### src/rtl/pi_alu_sequencer_if.sv
// pi_alu_sequencer_if
// Bundles the sequencer's handshake and ALU-facing signals.
//   master : the sequencer (drives A2D request, ALU selects/flags, result registers, done)
//   slave  : the environment (drives go, A2D response, ALU dst)
// Signals:
//   go, a2d_req, a2d_chnl[2:0], a2d_vld, a2d_res[11:0], dst[15:0],
//   src1sel[2:0], src0sel[2:0], multiply, sub, mult2, mult4, saturate,
//   accum[15:0], pcomp[15:0], error/intgrl/icomp/rht/lft[11:0], done
// Optional: INTGRL_CLR_EN adds intgrl_clr (environment -> sequencer).

interface pi_alu_sequencer_if;
  logic        go;
  logic        a2d_req;
  logic [2:0]  a2d_chnl;
  logic        a2d_vld;
  logic [11:0] a2d_res;
  logic [15:0] dst;
  logic [2:0]  src1sel;
  logic [2:0]  src0sel;
  logic        multiply;
  logic        sub;
  logic        mult2;
  logic        mult4;
  logic        saturate;
  logic [15:0] accum;
  logic [15:0] pcomp;
  logic [11:0] error;
  logic [11:0] intgrl;
  logic [11:0] icomp;
  logic [11:0] rht;
  logic [11:0] lft;
  logic        done;
`ifdef INTGRL_CLR_EN
  logic        intgrl_clr;
`endif

  modport master (
`ifdef INTGRL_CLR_EN
    input  intgrl_clr,
`endif
    input  go, a2d_vld, a2d_res, dst,
    output a2d_req, a2d_chnl, src1sel, src0sel, multiply, sub, mult2, mult4, saturate,
    output accum, pcomp, error, intgrl, icomp, rht, lft, done
  );

  modport slave (
`ifdef INTGRL_CLR_EN
    output intgrl_clr,
`endif
    output go, a2d_vld, a2d_res, dst,
    input  a2d_req, a2d_chnl, src1sel, src0sel, multiply, sub, mult2, mult4, saturate,
    input  accum, pcomp, error, intgrl, icomp, rht, lft, done
  );
endinterface

### src/rtl/pi_alu_sequencer.sv
// pi_alu_sequencer
// Control stage ahead of the motion-control ALU. Each go pulse runs one PI update:
// paired IR-sensor A2D reads -> weighted error -> decimated integrator -> P/I terms ->
// right/left motor duties. Selects and op flags are Moore outputs of the state; results are
// captured from the ALU dst at the final clock of each state.
// Ports:
//   clk  : system clock, rising edge
//   rst  : asynchronous active-high reset
//   bus  : pi_alu_sequencer_if.master (go, A2D handshake, ALU selects/flags/dst, results, done)
// Parameters: NUM_PAIRS (1..3), MULT_CYC (>=1), INT_DEC (>=1)
// Optional feature macro: INTGRL_CLR_EN (intgrl_clr input clears intgrl and decimation count
// while idle; a clear takes priority over a simultaneous go).

module pi_alu_sequencer #(
  parameter int unsigned NUM_PAIRS = 3,
  parameter int unsigned MULT_CYC  = 2,
  parameter int unsigned INT_DEC   = 4
) (
  input logic                clk,
  input logic                rst,
  pi_alu_sequencer_if.master bus
);

  localparam int unsigned McW  = (MULT_CYC > 1) ? $clog2(MULT_CYC) : 1;
  localparam int unsigned DecW = (INT_DEC > 1) ? $clog2(INT_DEC) : 1;

  // ALU operand select codes
  localparam logic [2:0] S1Accum = 3'd0, S1Iterm = 3'd1, S1Error = 3'd2, S1ErrSh = 3'd3,
                         S1Fwd   = 3'd4;
  localparam logic [2:0] S0A2d   = 3'd0, S0Intgrl = 3'd1, S0Icomp = 3'd2, S0Pcomp = 3'd3,
                         S0Pterm = 3'd4;
  // Any code above 4 is undecoded by the ALU and presents zero on src0
  localparam logic [2:0] S0Zero  = 3'd5;

  typedef enum logic [3:0] {
    StIdle, StClr, StReqE, StAddE, StReqO, StSubO, StErr, StIntg,
    StIcomp, StPcomp, StRht1, StRht2, StLft1, StLft2
  } state_e;

  state_e           r_state, w_state_d;
  logic [1:0]       r_pair;
  logic [McW-1:0]   r_mcnt;
  logic [DecW-1:0]  r_dec;
  logic [15:0]      r_accum, r_pcomp;
  logic [11:0]      r_error, r_intgrl, r_icomp, r_rht, r_lft;
  logic             r_done;

  logic             w_go, w_mult_last, w_last_pair, w_dec_last;
  logic             w_req;
  logic [2:0]       w_chnl, w_src1sel, w_src0sel;
  logic             w_multiply, w_sub, w_mult2, w_mult4, w_saturate;

  assign w_mult_last = (r_mcnt == McW'(MULT_CYC - 1));
  assign w_last_pair = (r_pair == 2'(NUM_PAIRS - 1));
  assign w_dec_last  = (r_dec == DecW'(INT_DEC - 1));

`ifdef INTGRL_CLR_EN
  assign w_go = bus.go & ~bus.intgrl_clr;
`else
  assign w_go = bus.go;
`endif

  always_comb begin
    w_state_d  = r_state;
    w_req      = 1'b0;
    w_chnl     = 3'd0;
    w_src1sel  = 3'd0;
    w_src0sel  = 3'd0;
    w_multiply = 1'b0;
    w_sub      = 1'b0;
    w_mult2    = 1'b0;
    w_mult4    = 1'b0;
    w_saturate = 1'b0;
    unique case (r_state)
      StIdle:  if (w_go) w_state_d = StClr;
      StClr:   w_state_d = StReqE;
      StReqE: begin
        w_req  = 1'b1;
        w_chnl = {r_pair, 1'b0};
        if (bus.a2d_vld) w_state_d = StAddE;
      end
      StAddE: begin
        w_src1sel = S1Accum;
        w_src0sel = S0A2d;
        w_mult2   = (r_pair == 2'd1);
        w_mult4   = (r_pair == 2'd2);
        w_state_d = StReqO;
      end
      StReqO: begin
        w_req  = 1'b1;
        w_chnl = {r_pair, 1'b1};
        if (bus.a2d_vld) w_state_d = StSubO;
      end
      StSubO: begin
        w_src1sel = S1Accum;
        w_src0sel = S0A2d;
        w_mult2   = (r_pair == 2'd1);
        w_mult4   = (r_pair == 2'd2);
        w_sub     = 1'b1;
        w_state_d = w_last_pair ? StErr : StReqE;
      end
      StErr: begin
        w_src1sel  = S1Accum;
        w_src0sel  = S0Zero;
        w_saturate = 1'b1;
        w_state_d  = w_dec_last ? StIntg : StIcomp;
      end
      StIntg: begin
        w_src1sel  = S1ErrSh;
        w_src0sel  = S0Intgrl;
        w_saturate = 1'b1;
        w_state_d  = StIcomp;
      end
      StIcomp: begin
        w_multiply = 1'b1;
        w_src1sel  = S1Iterm;
        w_src0sel  = S0Intgrl;
        if (w_mult_last) w_state_d = StPcomp;
      end
      StPcomp: begin
        w_multiply = 1'b1;
        w_src1sel  = S1Error;
        w_src0sel  = S0Pterm;
        if (w_mult_last) w_state_d = StRht1;
      end
      StRht1: begin
        w_src1sel = S1Fwd;
        w_src0sel = S0Pcomp;
        w_sub     = 1'b1;
        w_state_d = StRht2;
      end
      StRht2: begin
        w_src1sel  = S1Accum;
        w_src0sel  = S0Icomp;
        w_sub      = 1'b1;
        w_saturate = 1'b1;
        w_state_d  = StLft1;
      end
      StLft1: begin
        w_src1sel = S1Fwd;
        w_src0sel = S0Pcomp;
        w_state_d = StLft2;
      end
      StLft2: begin
        w_src1sel  = S1Accum;
        w_src0sel  = S0Icomp;
        w_saturate = 1'b1;
        w_state_d  = StIdle;
      end
      default: w_state_d = StIdle;
    endcase
  end

  always_ff @(posedge clk or posedge rst) begin
    if (rst) begin
      r_state  <= StIdle;
      r_pair   <= '0;
      r_mcnt   <= '0;
      r_dec    <= '0;
      r_accum  <= '0;
      r_pcomp  <= '0;
      r_error  <= '0;
      r_intgrl <= '0;
      r_icomp  <= '0;
      r_rht    <= '0;
      r_lft    <= '0;
      r_done   <= 1'b0;
    end else begin
      r_state <= w_state_d;
      r_done  <= 1'b0;
      case (r_state)
        StIdle: begin
`ifdef INTGRL_CLR_EN
          if (bus.intgrl_clr) begin
            r_intgrl <= '0;
            r_dec    <= '0;
          end
`endif
        end
        StClr: begin
          r_accum <= '0;
          r_pair  <= '0;
        end
        StAddE:  r_accum <= bus.dst;
        StSubO: begin
          r_accum <= bus.dst;
          if (!w_last_pair) r_pair <= r_pair + 2'd1;
        end
        StErr:   r_error  <= bus.dst[11:0];
        StIntg:  r_intgrl <= bus.dst[11:0];
        StIcomp: begin
          r_mcnt <= w_mult_last ? '0 : r_mcnt + 1'b1;
          if (w_mult_last) r_icomp <= bus.dst[11:0];
        end
        StPcomp: begin
          r_mcnt <= w_mult_last ? '0 : r_mcnt + 1'b1;
          if (w_mult_last) r_pcomp <= bus.dst;
        end
        StRht1:  r_accum <= bus.dst;
        StRht2:  r_rht   <= bus.dst[11:0];
        StLft1:  r_accum <= bus.dst;
        StLft2: begin
          r_lft  <= bus.dst[11:0];
          // Registered so done coincides with the new lft value
          r_done <= 1'b1;
          r_dec  <= w_dec_last ? '0 : r_dec + 1'b1;
        end
        default: ;
      endcase
    end
  end

  assign bus.a2d_req  = w_req;
  assign bus.a2d_chnl = w_chnl;
  assign bus.src1sel  = w_src1sel;
  assign bus.src0sel  = w_src0sel;
  assign bus.multiply = w_multiply;
  assign bus.sub      = w_sub;
  assign bus.mult2    = w_mult2;
  assign bus.mult4    = w_mult4;
  assign bus.saturate = w_saturate;
  assign bus.accum    = r_accum;
  assign bus.pcomp    = r_pcomp;
  assign bus.error    = r_error;
  assign bus.intgrl   = r_intgrl;
  assign bus.icomp    = r_icomp;
  assign bus.rht      = r_rht;
  assign bus.lft      = r_lft;
  assign bus.done     = r_done;

endmodule

### src/flat_wrapper.sv
// flat-port wrapper written by rule: the top's interface ports become plain ports
module pi_alu_sequencer_flat 
#(
  parameter int unsigned NUM_PAIRS = 3,
  parameter int unsigned MULT_CYC  = 2,
  parameter int unsigned INT_DEC   = 4
)
  (clk, rst, bus_go, bus_a2d_vld, bus_a2d_res, bus_dst, bus_a2d_req, bus_a2d_chnl, bus_src1sel, bus_src0sel, bus_multiply, bus_sub, bus_mult2, bus_mult4, bus_saturate, bus_accum, bus_pcomp, bus_error, bus_intgrl, bus_icomp, bus_rht, bus_lft, bus_done);
  pi_alu_sequencer_if bus_i ();
  input logic clk;
  input logic rst;
  input wire logic [$bits(bus_i.go)-1:0] bus_go;
  input wire logic [$bits(bus_i.a2d_vld)-1:0] bus_a2d_vld;
  input wire logic [$bits(bus_i.a2d_res)-1:0] bus_a2d_res;
  input wire logic [$bits(bus_i.dst)-1:0] bus_dst;
  output wire logic [$bits(bus_i.a2d_req)-1:0] bus_a2d_req;
  output wire logic [$bits(bus_i.a2d_chnl)-1:0] bus_a2d_chnl;
  output wire logic [$bits(bus_i.src1sel)-1:0] bus_src1sel;
  output wire logic [$bits(bus_i.src0sel)-1:0] bus_src0sel;
  output wire logic [$bits(bus_i.multiply)-1:0] bus_multiply;
  output wire logic [$bits(bus_i.sub)-1:0] bus_sub;
  output wire logic [$bits(bus_i.mult2)-1:0] bus_mult2;
  output wire logic [$bits(bus_i.mult4)-1:0] bus_mult4;
  output wire logic [$bits(bus_i.saturate)-1:0] bus_saturate;
  output wire logic [$bits(bus_i.accum)-1:0] bus_accum;
  output wire logic [$bits(bus_i.pcomp)-1:0] bus_pcomp;
  output wire logic [$bits(bus_i.error)-1:0] bus_error;
  output wire logic [$bits(bus_i.intgrl)-1:0] bus_intgrl;
  output wire logic [$bits(bus_i.icomp)-1:0] bus_icomp;
  output wire logic [$bits(bus_i.rht)-1:0] bus_rht;
  output wire logic [$bits(bus_i.lft)-1:0] bus_lft;
  output wire logic [$bits(bus_i.done)-1:0] bus_done;
  assign bus_i.go = bus_go;
  assign bus_i.a2d_vld = bus_a2d_vld;
  assign bus_i.a2d_res = bus_a2d_res;
  assign bus_i.dst = bus_dst;
  assign bus_a2d_req = bus_i.a2d_req;
  assign bus_a2d_chnl = bus_i.a2d_chnl;
  assign bus_src1sel = bus_i.src1sel;
  assign bus_src0sel = bus_i.src0sel;
  assign bus_multiply = bus_i.multiply;
  assign bus_sub = bus_i.sub;
  assign bus_mult2 = bus_i.mult2;
  assign bus_mult4 = bus_i.mult4;
  assign bus_saturate = bus_i.saturate;
  assign bus_accum = bus_i.accum;
  assign bus_pcomp = bus_i.pcomp;
  assign bus_error = bus_i.error;
  assign bus_intgrl = bus_i.intgrl;
  assign bus_icomp = bus_i.icomp;
  assign bus_rht = bus_i.rht;
  assign bus_lft = bus_i.lft;
  assign bus_done = bus_i.done;
  pi_alu_sequencer #(.NUM_PAIRS(NUM_PAIRS), .MULT_CYC(MULT_CYC), .INT_DEC(INT_DEC)) u_core (.clk(clk), .rst(rst), .bus(bus_i));
endmodule
### config.mk
export PLATFORM = sky130hd
export DESIGN_NAME = pi_alu_sequencer_flat
export DESIGN_NICKNAME = d
export VERILOG_FILES = /design/src/rtl/pi_alu_sequencer_if.sv /design/src/rtl/pi_alu_sequencer.sv /design/src/flat_wrapper.sv
export SDC_FILE = /design/constraint.sdc
export NUM_CORES = 1
export LEC_CHECK = 0
export ABC_AREA = 1
export BUFFER_PORTS_ARGS = -buffer_cell sky130_fd_sc_hd__buf_2
export CAP_MARGIN = 40
export CORE_MARGIN = 5
export CORE_UTILIZATION = 35
export CTS_BUF_LIST = sky130_fd_sc_hd__clkbuf_16
export CTS_CLUSTER_SIZE = 12
export DETAILED_ROUTE_END_ITERATION = 16
export PLACE_DENSITY_LB_ADDON = 0.12
export SYNTH_ARGS = -nofsm -noshare
export SYNTH_HDL_FRONTEND = slang
export SYNTH_SLANG_ARGS = --single-unit
### constraint.sdc
create_clock -name clk -period 4.34 [get_ports clk]
set_clock_uncertainty 0.05 [all_clocks]
set_input_delay 0.868 -clock clk [delete_from_list [all_inputs] [get_ports clk]]
set_output_delay 0.868 -clock clk [all_outputs]
set_load 0.01 [all_outputs]
==> results.py, run 1 <==
metrics = {
    "setup_path": {
        "cpPeakStageDelay_ps": 510,
        "slowest_stage": "dfrtp_1",
        "cp-end-kind": "output pin",
        "start_kind": "flop",
        "cp_max_fo": 19,
        "worstPathCellList": "inv_2, nand2_1, nand4_2, nand3_1, buf_2",
        "rrSetupSlack_ps": 2460,
        "crit_required_ps": 3420,
        "cp_top_family": "simple AND/OR/NAND/NOR gates",
        "startpoint": "u_core.r_state[2]",
        "reg2reg_from": "u_core.r_state[2]",
        "crit_type": "flop to output pin",
        "worstPathArrival_ps": 1930,
        "worstPathBufferInverterCount": 2,
    },
    "sta": {
        "period_minus_slack_ps": 2850,
        "rsz0062_at_grt": "no",
        "tightest_slew_ps": 671,
        "slew_headroom_pct": 55.2,
        "timing.setup.tns_ps": 0,
        "hold_violations": 0,
        "layout_setup_ws_ps": 1490,
        "finalCritPeriodShare_pct": 65.7,
        "finalMaxSlewViolations": 0,
        "setup_viol": 0,
        "max_freq_mhz": 351,
    },
    "cts": {
        "tritoncts": "built",
        "htreeDepth": 3,
        "cts_setup_buffers": 0,
        "root_buffer": "clkbuf_16",
        "cts.sinks": 102,
        "clock_path_buffers": 2,
        "ctsResizeCount": 0,
        "clk_pin_slew_ps": 70,
        "clk-insertion-delay-late_ps": 340,
        "cts_made_buffers": 9,
        "holdBufCountCts": 0,
    },
    "yosys": {
        "synth_most_common_cell": "nand2_1",
        "yosys_warnings": 0,
        "syn_inst": 438,
        "synth_nets": 473,
        "synth.distinct_cells": 26,
        "ys_ff_latch": 102,
        "synth_area_um2": 4150,
        "synth_area_leader_cell": "dfrtp_1",
        "avgSynthCellArea_um2": 9.47,
        "synth_flop_cell": "dfrtp_1",
        "synth.top_cell.area_share_pct": 61.6,
        "synth_edf_count": 0,
        "async_flop_share_pct": 100,
        "ys_seq_area_share_pct": 61.6,
        "synthTopCellsByCount": "142 x nand2_1, 102 x dfrtp_1, 56 x o21ai_0",
        "synth_area_leaders": "dfrtp_1 62%, nand2_1 13%, o21ai_0 6.8%",
    },
    "final_layout": {
        "fin_nets": 597,
        "syn2layout_area_growth_pct": 24.7,
        "n_antenna_cell": 0,
        "multi_input_comb_area_um2": 1360,
        "drive_gt1_share_pct": 30.2,
        "fillers": 1183,
        "regArea_um2": 2550,
    },
    "pwr": {
        "powerDensity_nw_per_um2": 794,
        "power.leakage_nw": 2.83,
        "ir_worst_vdd_mv": 0.278,
    },
    "placed_design": {
        "gp_congestion": 0.823,
        "hpwl_um": 8350,
        "io_buffers": 127,
        "pre_cts_ws_ps": 1880,
    },
    "floorplan": {
        "core_area_um2": 11500,
        "rows": 39,
        "die_w_um": 119,
        "die_h_um": 119,
        "dieArea_um2": 14100,
        "num_io_pins": 140,
        "initial_core_util_pct": 36.0,
    },
    "global_route": {
        "grt_pass1_wl_um": 18800,
        "grt_usage_pct": 16.8,
        "first_global_vias": 3497,
        "antenna_found_initial": 0,
        "globalRouteOverflowTotal": 0,
        "grt_max_degree": 46,
    },
    "route": {
        "antenna_left": 0,
        "wl_um": 11500,
        "wl_per_cell_um": 16.2,
        "routed_via_density": 4.74,
        "dr.pass1.iters": 4,
        "drc": 0,
        "drtIter0Drc": 221,
        "via_count": 3366,
    },
    "job": {
        "cap_violations": 0,
    },
    "worst_hold_path": {
        "hp-start": "u_core.bus.pcomp[13]",
        "min_path_type": "flop to flop",
    },
    "run_status": {
        "status": "completed",
    },
}
[sequential cells by signal, indices dropped and copies added, names as in the netlist]
signal             cells
u_core.bus.accum      16
u_core.r_state         4
u_core.r_dec           2
u_core.r_mcnt          1
u_core.bus.icomp      12
u_core.bus.rht        12
u_core.bus.error      12
u_core.bus.done        1
u_core.bus.pcomp      16
u_core.bus.lft        12
u_core.bus.intgrl     12
u_core.r_pair          2
[tightest hold or removal path: cells and delay by family, from the launching register on]
family           cells  cell delay (ps)
flip-flops           1              340
AND/OR/NAND/NOR      2              100
[area by class of cell]
type	count	share of cell area [%]
Sequential cell	102	49.3
Multi-Input combinational cell	284	26.4
Timing Repair Buffer	130	12.7
Clock buffer	9	4.35
Tap cell	143	3.46
Inverter	35	2.59
Clock inverter	7	1.16
[through the flow]
step	cell area [um^2]	total power [W]	instances	hold slack, ps	utilization [%]
finish	5170	0.00411	710	419	44.9
global placement	4890	0.00335	694	403	42.4
detailed placement	4890	0.00339	694	410	42.4
global route	5170	0.00447	710	437	44.9
CTS	5170	0.00417	710	427	44.9
floorplan	4150	0.00268	438	396	-
[cell families after synthesis]
group	synth area share (%)
compound gates	10.7
simple gates	21.3
fa+ha+maj	0.905
flops	61.6
buf+inv	5.55
[placed cells by master, fill, tap and decap left out, drive strengths merged]
cell	n
clkbuf	9
nand3	14
o21ai	77
a21oi	1
inv	38
ha	3
clkinv	4
nand3b	1
nand2	147
o21a	2
o22ai	1
nor2	19
buf	130
o211ai	1
nand4	18
dfrtp	102
[worst paths after layout]
check | cells past startpoint | end
max in group asynchronous | 3 | u_core.bus.accum[8]
min in group asynchronous | 2 | u_core.bus.accum[4]
worst max register to register | 6 | u_core.bus.accum[12]
worst max-delay path | 5 | bus_src0sel[1]
worst min-delay path | 2 | u_core.bus.pcomp[13]
worst min register to register | 2 | u_core.bus.pcomp[13]
[report_power, final]
group / internal [W] / leakage (nW) / switching, W / total, W
logic: 0.000632 / 1.46 / 0.00101 / 0.00164
registers: 0.00141 / 1.22 / 0.000287 / 0.00170
clock network: 0.000397 / 0.144 / 0.000373 / 0.000771
[layer usage]
metal	vias up	global-route usage (%)	share of wire, %
li1	1674	-	-
met1	1591	21.8	45
met2	91	27.6	48
met3	10	4.45	6.2
met4	0	5.07	1.1
met5	-	0	0
(Power assumes the default switching activity.)
==> run 2: changes to the inputs <==
==> constraint.sdc (replaced) <==
create_clock -name clk -period 2.8 [get_ports clk]
set_clock_uncertainty 0.05 [all_clocks]
set_input_delay 0.56 -clock clk [delete_from_list [all_inputs] [get_ports clk]]
set_output_delay 0.56 -clock clk [all_outputs]
set_load 0.01 [all_outputs]
==> run 2 against run 1 <==
  * Die area unchanged
  * First-iteration DRC count down 12%
  * Highest routed layer unchanged
  * Critical path depth up 1
  * Non-clock buffer count up 3
  * Sequential power up 56%
  * Via count down 0.39%
  * Largest power group unchanged
  * Flip-flop and latch count unchanged
  * Critical path type unchanged
  * Utilization up 0.80 points
==> results.py, run 2 (synthesis gave the netlist of run 1 again) <==
metrics = {
    "setup_path": {
        "crit_type": "flop to output pin",
        "start_kind": "flop",
        "worstPathBufferInverterCount": 3,
        "slowest_stage": "dfrtp_1",
        "crit_required_ps": 2190,
        "cpPeakStageDelay_ps": 460,
        "cp_top_family": "buffers and inverters",
        "cp-end-kind": "output pin",
        "worstPathArrival_ps": 1830,
        "cp_max_fo": 27,
        "worstPathCellList": "inv_2, nand2_2, nor2_4, inv_2, nand3_1, buf_2",
        "startpoint": "u_core.r_state[1]",
        "critPathMostFrequentCell": "inv_2",
        "reg2reg_from": "u_core.r_state[1]",
    },
    "floorplan": {
        "initial_core_util_pct": 36.0,
        "die_w_um": 119,
        "die_h_um": 119,
        "dieArea_um2": 14100,
        "rows": 39,
        "num_io_pins": 140,
        "core_area_um2": 11500,
    },
    "pwr": {
        "power.leakage_nw": 2.86,
        "power_w": 0.00655,
        "powerDensity_nw_per_um2": 1240,
        "ir_worst_vdd_mv": 0.513,
    },
    "sta": {
        "hold_violations": 0,
        "tightest_slew_ps": 609,
        "setup_viol": 0,
        "finalCritPeriodShare_pct": 87.0,
        "period_minus_slack_ps": 2440,
        "max_freq_mhz": 410,
        "finalMaxSlewViolations": 0,
        "timing.setup.tns_ps": 0,
        "slew_headroom_pct": 59.3,
        "rsz0062_at_grt": "no",
    },
    "cts": {
        "cts.sinks": 102,
        "clock_path_buffers": 2,
        "root_buffer": "clkbuf_16",
        "holdBufCountCts": 0,
        "cts_made_buffers": 9,
        "tritoncts": "built",
        "cts_setup_buffers": 0,
        "ctsResizeCount": 0,
        "clk_pin_slew_ps": 70,
        "htreeDepth": 3,
        "clk-insertion-delay-late_ps": 340,
    },
    "global_route": {
        "grt_max_degree": 44,
        "grt_usage_pct": 16.4,
        "grt_pass1_wl_um": 18100,
        "first_global_vias": 3320,
        "globalRouteOverflowTotal": 0,
        "antenna_found_initial": 0,
    },
    "final_layout": {
        "final_common_cell": "nand2_1",
        "fillers": 1149,
        "fin_nets": 600,
        "syn2layout_area_growth_pct": 27.0,
        "drive_gt1_share_pct": 30.7,
        "final_cell_mix": "142 x nand2_1, 127 x buf_2, 102 x dfrtp_1, 56 x o21ai_0, 29 x inv_1",
        "n_antenna_cell": 0,
    },
    "route": {
        "routed_via_density": 4.70,
        "antenna_left": 0,
        "wl_per_cell_um": 15.9,
        "dr.pass1.iters": 4,
        "drtIter0Drc": 194,
        "via_count": 3353,
        "wl_um": 11400,
        "drc": 0,
    },
    "run_status": {
        "status": "completed",
    },
    "placed_design": {
        "hpwl_um": 8350,
        "gp_congestion": 0.888,
        "io_buffers": 127,
    },
    "worst_hold_path": {
        "min_path_type": "primary input to async pin",
    },
    "job": {
        "cap_violations": 0,
    },
}
==> run 2: cell count changes in the layout (fill, tap and decap cells not counted), sizes merged <==
cell	change
clkinv	-3
inv	-2
bufinv	+2
clkinvlp	+3
buf	+3
==> run 2: metrics by stage <==
stage                     area, um^2  util (%)  setup slack [ps]  hold WS, ps  std cells
after floorplan                 4150         -               955          396        438
after global placement          4940      42.9               753          403        697
after detailed placement        4940      42.9               763          412        697
after CTS                       5270      45.7               362          241        713
after global routing            5270      45.7               258          261        713
final                           5270      45.7               363          232        713
==> run 2: layout make-up <==
class | instances | area [um^2] | area share [%]
tap | 143 | 179 | 3.40
sequential | 102 | 2550 | 48.5
clock buffer | 9 | 225 | 4.28
multi-input combinational | 284 | 1360 | 25.9
timing repair buffer | 133 | 706 | 13.4
clock inverter | 7 | 104 | 1.97
inverter | 35 | 135 | 2.57
==> run 2: per-layer routing <==
metal	GRT usage [%]	vias up	part of all wire, %
li1	-	1676	-
met1	20.9	1562	44
met2	26.3	102	47
met3	5.36	13	7.6
met4	5.87	0	1.6
met5	0	-	0
==> run 2: worst register-to-register path: stages, from the launching register on <==
cell and delay (ps):
dfrtp_1 460, inv_2 120, nand2_2 170, nor2_2 90, nor2_4 380, nand2_4 230
nand2_1 130, nand2_1 50
==> run 2: worst paths after layout <==
check	end	depth (start not counted)	slack (ps)
max	bus_src0sel[1]	6	360
min	u_core.bus.lft[9]	2	230
max reg2reg	u_core.bus.accum[12]	7	1010
min reg2reg	u_core.bus.pcomp[15]	2	420
max in group asynchronous	u_core.bus.pcomp[0]	3	1850
min in group clk	u_core.bus.accum[3]	3	380
==> run 2: power by group <==
part,total [W],internal [W],switching [W]
Sequential,0.00265,0.00219,0.000458
Clock,0.00136,0.000794,0.000565
Combinational,0.00254,0.000992,0.00155
